$ cat src/rtl/fine_track_seq.sv
// Fine-tracking loop sequencer: aux osc warm-up, coarse-to-fine gear shift,
// lock declare/monitor, manual code override. Ports: ref_clk/rst, cfg in, tracker if, osc out.
module fine_track_seq #(
    parameter int AUX_SETTLE_CYCLES = 64,
    parameter int UNLOCK_RUN        = 4,
    parameter int CODE_W            = 13
) (
    input  logic              ref_clk,
    input  logic              rst,
    input  logic              start,
    input  logic              manual_mode,
    input  logic [CODE_W-1:0] manual_code,
    input  logic [3:0]        step_init,
    input  logic [4:0]        avg_window_cfg,
    input  logic [3:0]        lock_thresh,
    input  logic              dec_valid,
    input  logic              dec_up,
    input  logic [CODE_W-1:0] track_code,
    output logic              aux_osc_en,
    output logic              fftl_en,
    output logic [3:0]        step_size,
    output logic [4:0]        avg_window_select,
    output logic [CODE_W-1:0] osc_code,
    output logic              locked,
    output logic [2:0]        state
);

    localparam int SW = $clog2(AUX_SETTLE_CYCLES + 1);
    localparam int RW = $clog2(UNLOCK_RUN + 1);
    localparam logic [SW-1:0] SETTLE_LD = SW'(AUX_SETTLE_CYCLES - 1);
    localparam logic [RW-1:0] RUN_MAX   = RW'(UNLOCK_RUN);

    typedef enum logic [2:0] {
        IDLE     = 3'd0,
        MANUAL   = 3'd1,
        AUX_WARM = 3'd2,
        ACQ      = 3'd3,
        TRACK    = 3'd4,
        LOCKED   = 3'd5
    } st_t;

    st_t               st_q, st_d;
    logic              aux_d, fftl_d, lock_d;
    logic [3:0]        step_d;
    logic [4:0]        win_d;
    logic [CODE_W-1:0] code_d;
    logic [SW-1:0]     settle_q, settle_d;
    logic [3:0]        rev_q, rev_d;
    logic [RW-1:0]     run_q, run_d;
    logic              last_q, last_d;
    logic              have_q, have_d;

    logic       rev;
    logic [3:0] step_min;
    logic [3:0] thr;
    logic [3:0] rev_inc;
    logic [RW-1:0] run_inc;

    assign rev      = dec_valid & have_q & (dec_up != last_q);
    assign step_min = (step_init == 4'd0) ? 4'd1 : step_init;
    assign thr      = (lock_thresh == 4'd0) ? 4'd1 : lock_thresh;
    assign rev_inc  = (rev_q == 4'hF) ? 4'hF : rev_q + 4'd1;
    assign run_inc  = run_q + RW'(1);
    assign state    = st_q;

    always_comb begin
        st_d     = st_q;
        aux_d    = aux_osc_en;
        fftl_d   = fftl_en;
        lock_d   = locked;
        step_d   = step_size;
        win_d    = avg_window_select;
        code_d   = osc_code;
        settle_d = settle_q;
        rev_d    = rev_q;
        run_d    = run_q;
        last_d   = last_q;
        have_d   = have_q;
        // Dropping start wins over everything, including a pending decision.
        if (st_q != IDLE && !start) begin
            st_d   = IDLE;
            aux_d  = 1'b0;
            fftl_d = 1'b0;
            lock_d = 1'b0;
            rev_d  = '0;
            run_d  = '0;
            have_d = 1'b0;
        end else begin
            case (st_q)
                IDLE: begin
                    if (start && manual_mode) begin
                        st_d = MANUAL;
                    end else if (start) begin
                        st_d     = AUX_WARM;
                        aux_d    = 1'b1;
                        settle_d = SETTLE_LD;
                    end
                end
                MANUAL: begin
                    code_d = manual_code;
                    fftl_d = 1'b0;
                    aux_d  = 1'b0;
                    if (!manual_mode) begin
                        st_d     = AUX_WARM;
                        aux_d    = 1'b1;
                        settle_d = SETTLE_LD;
                    end
                end
                AUX_WARM: begin
                    if (manual_mode) begin
                        st_d  = MANUAL;
                        aux_d = 1'b0;
                    end else if (settle_q == '0) begin
                        st_d   = ACQ;
                        fftl_d = 1'b1;
                        step_d = step_min;
                        win_d  = avg_window_cfg;
                        have_d = 1'b0;
                    end else begin
                        settle_d = settle_q - SW'(1);
                    end
                end
                ACQ, TRACK, LOCKED: begin
                    code_d = track_code;
                    if (manual_mode) begin
                        st_d   = MANUAL;
                        fftl_d = 1'b0;
                        aux_d  = 1'b0;
                        lock_d = 1'b0;
                        rev_d  = '0;
                        run_d  = '0;
                        have_d = 1'b0;
                    end else if (dec_valid) begin
                        last_d = dec_up;
                        have_d = 1'b1;
                        if (st_q == ACQ) begin
                            if (rev && step_size == 4'd1) begin
                                st_d  = TRACK;
                                rev_d = '0;
                            end else if (rev) begin
                                step_d = step_size >> 1;
                            end
                        end else if (st_q == TRACK) begin
                            step_d = 4'd1;
                            if (rev) begin
                                rev_d = rev_inc;
                                if (rev_inc >= thr) begin
                                    st_d   = LOCKED;
                                    lock_d = 1'b1;
                                    run_d  = '0;
                                end
                            end else begin
                                rev_d = '0;
                            end
                        end else begin
                            if (rev) begin
                                run_d = '0;
                            end else if (run_inc == RUN_MAX) begin
                                st_d   = TRACK;
                                lock_d = 1'b0;
                                rev_d  = '0;
                                run_d  = '0;
                            end else begin
                                run_d = run_inc;
                            end
                        end
                    end
                end
                default: st_d = IDLE;
            endcase
        end
    end

    always_ff @(posedge ref_clk or negedge rst) begin
        if (!rst) begin
            st_q              <= IDLE;
            aux_osc_en        <= 1'b0;
            fftl_en           <= 1'b0;
            locked            <= 1'b0;
            step_size         <= '0;
            avg_window_select <= '0;
            osc_code          <= '0;
            settle_q          <= '0;
            rev_q             <= '0;
            run_q             <= '0;
            last_q            <= 1'b0;
            have_q            <= 1'b0;
        end else begin
            st_q              <= st_d;
            aux_osc_en        <= aux_d;
            fftl_en           <= fftl_d;
            locked            <= lock_d;
            step_size         <= step_d;
            avg_window_select <= win_d;
            osc_code          <= code_d;
            settle_q          <= settle_d;
            rev_q             <= rev_d;
            run_q             <= run_d;
            last_q            <= last_d;
            have_q            <= have_d;
        end
    end

endmodule
$ cat config.mk
export PLATFORM = sky130hd
export DESIGN_NAME = fine_track_seq
export DESIGN_NICKNAME = d
export VERILOG_FILES = /design/src/rtl/fine_track_seq.sv
export SDC_FILE = /design/constraint.sdc
export NUM_CORES = 1
export LEC_CHECK = 0
export ABC_AREA = 1
export BUFFER_PORTS_ARGS = -buffer_cell sky130_fd_sc_hd__buf_2
export CAP_MARGIN = 15
export CORE_ASPECT_RATIO = 1.75
export CORE_MARGIN = 2
export CORE_UTILIZATION = 34
export CTS_BUF_LIST = sky130_fd_sc_hd__clkbuf_8
export DETAILED_ROUTE_END_ITERATION = 10
export SYNTH_ARGS = -nofsm -noshare
export SYNTH_HDL_FRONTEND = slang
export SYNTH_SLANG_ARGS = --single-unit
$ cat constraint.sdc
create_clock -name ref_clk -period 2.8 [get_ports ref_clk]
set_input_delay 0.84 -clock ref_clk [delete_from_list [all_inputs] [get_ports ref_clk]]
set_output_delay 0.84 -clock ref_clk [all_outputs]
set_load 0.01 [all_outputs]
# Word level (Yosys, flattened, before mapping)
# Cells that the tools add are included.
dict set report op_classes {
  reduce_logical 33
  n_mux 81
  n_lt_le_gt_ge 1
  eq_ne 41
  addsub 3
  bitwise 4
}
# op count
set ops {}
lappend ops {{two-way mux 4 bit} 21}
lappend ops {{two-way mux 3 bit} 25}
lappend ops {{two-way mux 7 bit} 5}
lappend ops {{!= test 3 bit, second input constant} 10}
lappend ops {{case mux 13 bit (2 select lines)} 1}
lappend ops {{!= test 6 bit, second input constant} 4}
lappend ops {{two-way mux 1 bit} 23}
lappend ops {{case mux 7 bit (3 select lines)} 1}
lappend ops {{AND reduction 4 bit} 5}
lappend ops {{AND reduction 9 bit} 2}
lappend ops {{!= test 2 bit, second input constant} 8}
lappend ops {{!= test 4 bit, second input constant} 4}
lappend ops {{AND reduction 7 bit} 2}
lappend ops {{case mux 3 bit (4 select lines)} 1}
lappend ops {{nonzero test 3 bit} 4}
lappend ops {{nonzero test 4 bit} 3}
lappend ops {{AND reduction 5 bit} 2}
lappend ops {{equality test 3 bit, second input constant} 3}
lappend ops {{logical NOT 4 bit} 2}
lappend ops {{!= test 4 x 3 -> 1 bit, second input constant} 2}
lappend ops {{case mux 4 bit (2 select lines)} 1}
lappend ops {{logical NOT 7 bit} 1}
lappend ops {{subtractor 7 x 1 -> 7 bit, second input constant} 1}
lappend ops {{equality test 3 x 2 -> 1 bit, second input constant} 2}
lappend ops {{23 further kinds} 30}
dict set report totals {
  elab_cells 175
  reg_bits 44
  in_bits 45
  out_inout_bits 28
}

# Depth between registers and ports, before layout
dict set report logic_depth {
  word_depth 11
  ltp_mapped 17
  ltp_nobuf 17
}

# Least setup slack after synthesis
# No wires, ideal clock.
dict set report synth_path {
  path_type {input-to-reg}
  start {input port lock_thresh[2]}
  end {register locked}
  stages 12
  slack_ns 0.659
  setup_time_ns 0.117
  path_buffers 0
  t_arrival_ns 2.024
  required_time_ns 2.683
  path_cell_list {inv_1 -> a31o_2 -> ha_1 -> o21ai_0 -> nand2_1 -> nand2_1 -> nand2_1 -> nand2_1 -> nor3_4 -> nand2_1 -> nand2_1 -> nand2_1}
}
dict set report synth_between {
  elab_chain_len 5
}
# element line
set synth_rtl {}
lappend synth_rtl {{start: declaration} 15} ;# input logic [3:0] lock_thresh,
lappend synth_rtl {{logical NOT 4 bit} 61} ;# assign thr = (lock_thresh == 4'd0) ? 4'd1 : lock_thresh;
lappend synth_rtl {{two-way mux 4 bit (*)} 61}
lappend synth_rtl {{greater-or-equal comparator 4 bit (*)} 147} ;# if (rev_inc >= thr) begin
lappend synth_rtl {{!= test 4 x 3 -> 1 bit (no source line) (*)} -}
lappend synth_rtl {{AND reduction 7 bit (no source line) (*)} -}
lappend synth_rtl {{end signal: assignment} 192} ;# locked <= lock_d;
lappend synth_rtl {{end: declaration} 24} ;# output logic locked,
# Every way passes the cells marked *; elsewhere a longest branch is shown, timed or not.
# A chain may end at the register's enable or synchronous reset.

# Worst setup path after layout
dict set report layout_path {
  start {register rev_q[0]}
  end {register st_q[0] (netlist: state[0])}
}
dict set report layout_between {
  elab_chain_len 5
  elab_cells_between_ends 6
  cone_classes {1 x add/sub; 1 x order compare; 2 x eq/ne; 1 x mux; 1 x reduce/logical}
}
# element line
set layout_rtl {}
lappend layout_rtl {{start: declaration} 48} ;# logic [3:0] rev_q, rev_d;
lappend layout_rtl {{start signal: assignment} 197} ;# rev_q <= rev_d;
lappend layout_rtl {{adder 4 x 1 -> 4 bit / equality test 4 bit (equally long branches)} 62} ;# assign rev_inc = (rev_q == 4'hF) ? 4'hF : rev_q + 4'd1;
lappend layout_rtl {{two-way mux 4 bit (*)} 62}
lappend layout_rtl {{greater-or-equal comparator 4 bit (*)} 147}
lappend layout_rtl {{!= test 6 bit (no source line) (*)} -}
lappend layout_rtl {{AND reduction 9 bit (no source line) (*)} -}
lappend layout_rtl {{end signal: assignment} 189} ;# st_q <= st_d;
lappend layout_rtl {{end: declaration} 42} ;# st_t st_q, st_d;
# Marks and branches as above.

==> impl_metrics.tcl <==
set metrics [dict create \
    slew_headroom_pct 59.0 \
    post_drt_wl_per_cell_um 12.7 \
    vias 2597 \
    final_util_pct 41.6 \
    synth_fp_nets 421 \
    synth_ff_type "dfrtp_1" \
    start_util_pct 34.8 \
    antennaDiodeCount 0 \
    dp_hpwl_mm 5.51 \
    area_growth_pct 19.3 \
    syn_area_mm2 0.00274 \
    die_y_um 123 \
    min_period_ps 2170 \
    grt_use_total_pct 16.3 \
    synth.yosys.seq_area_share_pct 40.2 \
    place_inst 523 \
    die_x_um 71.8 \
    vias_per_cell 4.89 \
    ant_nets 0 \
    path_delay_family "simple AND/OR/NAND/NOR gates" \
    cts_tree "done" \
    path_class "flip-flop to flip-flop" \
    crit_buf_inv 1 \
    drtIter0Drc 56 \
    synth_edf_count 0 \
    hold_buffers 0 \
    post_cts_resized 0 \
    crit_slowest_cell "dfrtp_1" \
    tightestPinTransition_ps 615 \
    gp_congestion 0.941 \
    cp-start-kind "flip-flop" \
    grt_pass1_wl_mm 11.3 \
    die-area_mm2 0.00881 \
    finalMaxSlewViolations 0 \
    ys_warn_count 0 \
    fp.coreArea_mm2 0.00786 \
    synth_cell_types 35 \
    postLayoutCellArea_mm2 0.00326 \
    clock-sinks 44 \
    end_kind "flip-flop" \
    worst_ep_arrival_time_ps 2370 \
    finalCritPeriodShare_pct 77.6 \
    finalHoldViolations 0 \
    rsz0062_at_grt "no" \
    clkTransAtPathRegs_ps 90 \
    path_common_cell "nand2_1" \
    num_rows 43 \
    antenna_found_initial 0 \
    grt_max_degree 29 \
    place_area_mm2 0.00317 \
    setup_viol_count_final 0 \
    clockBufferDepth 2 \
    ys_ff_latch 44 \
    drcViolationCount 0 \
    tns_ps 0 \
    clkLatencyLatePin_ps 310 \
    vdd_drop_max_mv 0.514 \
    cp_cell_sequence "ha_1 > nand2_1 > inv_1 > nor3_1 > a21oi_1 > ha_1 > a21o_1 > nor2_1 > nand2_1 > nand2_1 > nor2_2 > nand3_2 > nand2_1 > nand2_1" \
    overflow 0 \
    routed_wl_mm 6.74 \
    nets 494 \
    cts_setup_buffers 0 \
    numCtsBuffers 5 \
    hp-class "flip-flop to flip-flop" \
    final_layout_size_suffix_gt1_share_pct 24.9 \
    critical_path_required_ps 3000 \
    netlist_instances 367 \
    cap_violations 0 \
    postSynthAreaPerCell_um2 7.46 \
    cts_root_buffer "clkbuf_8" \
    status "finished clean" \
    io_pins 73 \
    synth-async-reset-ratio_pct 100 \
    fin_cells 531 \
    htreeDepth 2 \
    max_stage_delay_ps 420 \
    worstPathMaxFanout 4 \
    grt_pass1_vias 2534 \
    drt-pass1-iter-count 4 \
    skew_ps 7.35 \
    port_buffers 72 \
    fmax_ghz 0.460 \
    power_leakage_uw 0.00180 \
    power_density_mw_per_mm2 972 \
]
final cells by class:
cell class,count,area (um2)
inverters,43,161
multi-input cells,272,1420
clock buffers,5,68.8
flip-flops and latches,44,1100
fillers,838,4590
clock inverters,3,21.3
well taps,90,113
repair buffers,74,375
flip-flops by register name, summed over array words and instances, names as in the netlist, 3 cells and up:
name / count
avg_window_select: 5
osc_code: 13
settle_q: 7
step_size: 4
run_q: 3
state: 3
rev_q: 4
worst register-to-register path, cell delays in order (launching register included):
cell and delay, ps:
dfrtp_1 420, ha_1 220, nand2_1 70, inv_1 50, nor3_1 160, a21oi_1 90
ha_1 300, a21o_1 120, nor2_1 40, nand2_1 80, nand2_1 70, nor2_2 190
nand3_2 120, nand2_1 70, nand2_1 50
path summary, 6_finish.rpt:
path,startpoint,endpoint,slack [ps],cells past startpoint
worst max-delay path,rev_q[0],state[0],630,14
worst min-delay path,locked,locked,480,2
worst max register to register,rev_q[0],state[0],630,14
worst min register to register,locked,locked,480,2
max in group asynchronous,rst,state[1],1700,2
min in group asynchronous,rst,avg_window_select[0],530,1
kinds of logic after synthesis:
kind of cell | synth area share (%)
buf+inv | 7.73
mux | 2.06
simple gates | 34.0
flops | 40.2
xor+xnor | 1.92
compound gates | 9.97
fa+ha+maj | 4.12
power by group:
part	switching, uW	internal (uW)
logic	1120	587
clock network	240	177
registers	188	859
total	1550	1620
through the flow:
| stage | setup WS (ps) | hold slack (ps) | total power [uW] |
|---|---|---|---|
| after floorplan | 659 | 442 | 2330 |
| after global placement | 486 | 456 | 2750 |
| after detailed placement | 451 | 460 | 2780 |
| after CTS | 595 | 484 | 3200 |
| after global routing | 384 | 519 | 3460 |
| final | 626 | 476 | 3170 |
synthesized netlist by cell type (2+ instances only):
cell type  instances  area share, %
a21oi_1            7            1.3
a22oi_1            2           0.55
a31oi_1           15            3.4
buf_2              4           0.73
buf_4              2           0.55
dfrtp_1           44             40
ha_1               9            4.1
inv_1             38            5.2
inv_2              5           0.69
mux2_2             5            2.1
nand2_1          115             16
nand2_2            4           0.91
nand2_4            3            1.2
nand3_1           17            3.1
nand4_1            7            1.6
nor2_1            42            5.8
nor2_2             4           0.91
nor2_4             2           0.82
nor3_1             6            1.1
o21ai_0           16            2.9
o21ai_1            2           0.37
xnor2_1            4            1.3
xor2_1             2           0.64
routing by layer:
layer,vias to the layer above,share of wire [%],global-route usage (%),routed length (um)
li1,1331,-,-,-
met1,1159,38,16.9,2590
met2,88,54,31.3,3660
met3,19,4.9,3.12,330
met4,0,2.3,6.49,158
met5,-,0,0,0
cell usage in the layout (no fill, tap or decap), drive strengths merged, types with 2 or more instances in the layout:
| cell | instances |
|---|---|
| a21oi | 7 |
| a22oi | 2 |
| a31oi | 15 |
| buf | 74 |
| clkbuf | 5 |
| dfrtp | 44 |
| ha | 9 |
| inv | 44 |
| mux2 | 5 |
| nand2 | 123 |
| nand3 | 18 |
| nand4 | 7 |
| nor2 | 48 |
| nor3 | 7 |
| o21ai | 18 |
| xnor2 | 4 |
| xor2 | 2 |
No activity file was read; power rests on OpenSTA's default activity.
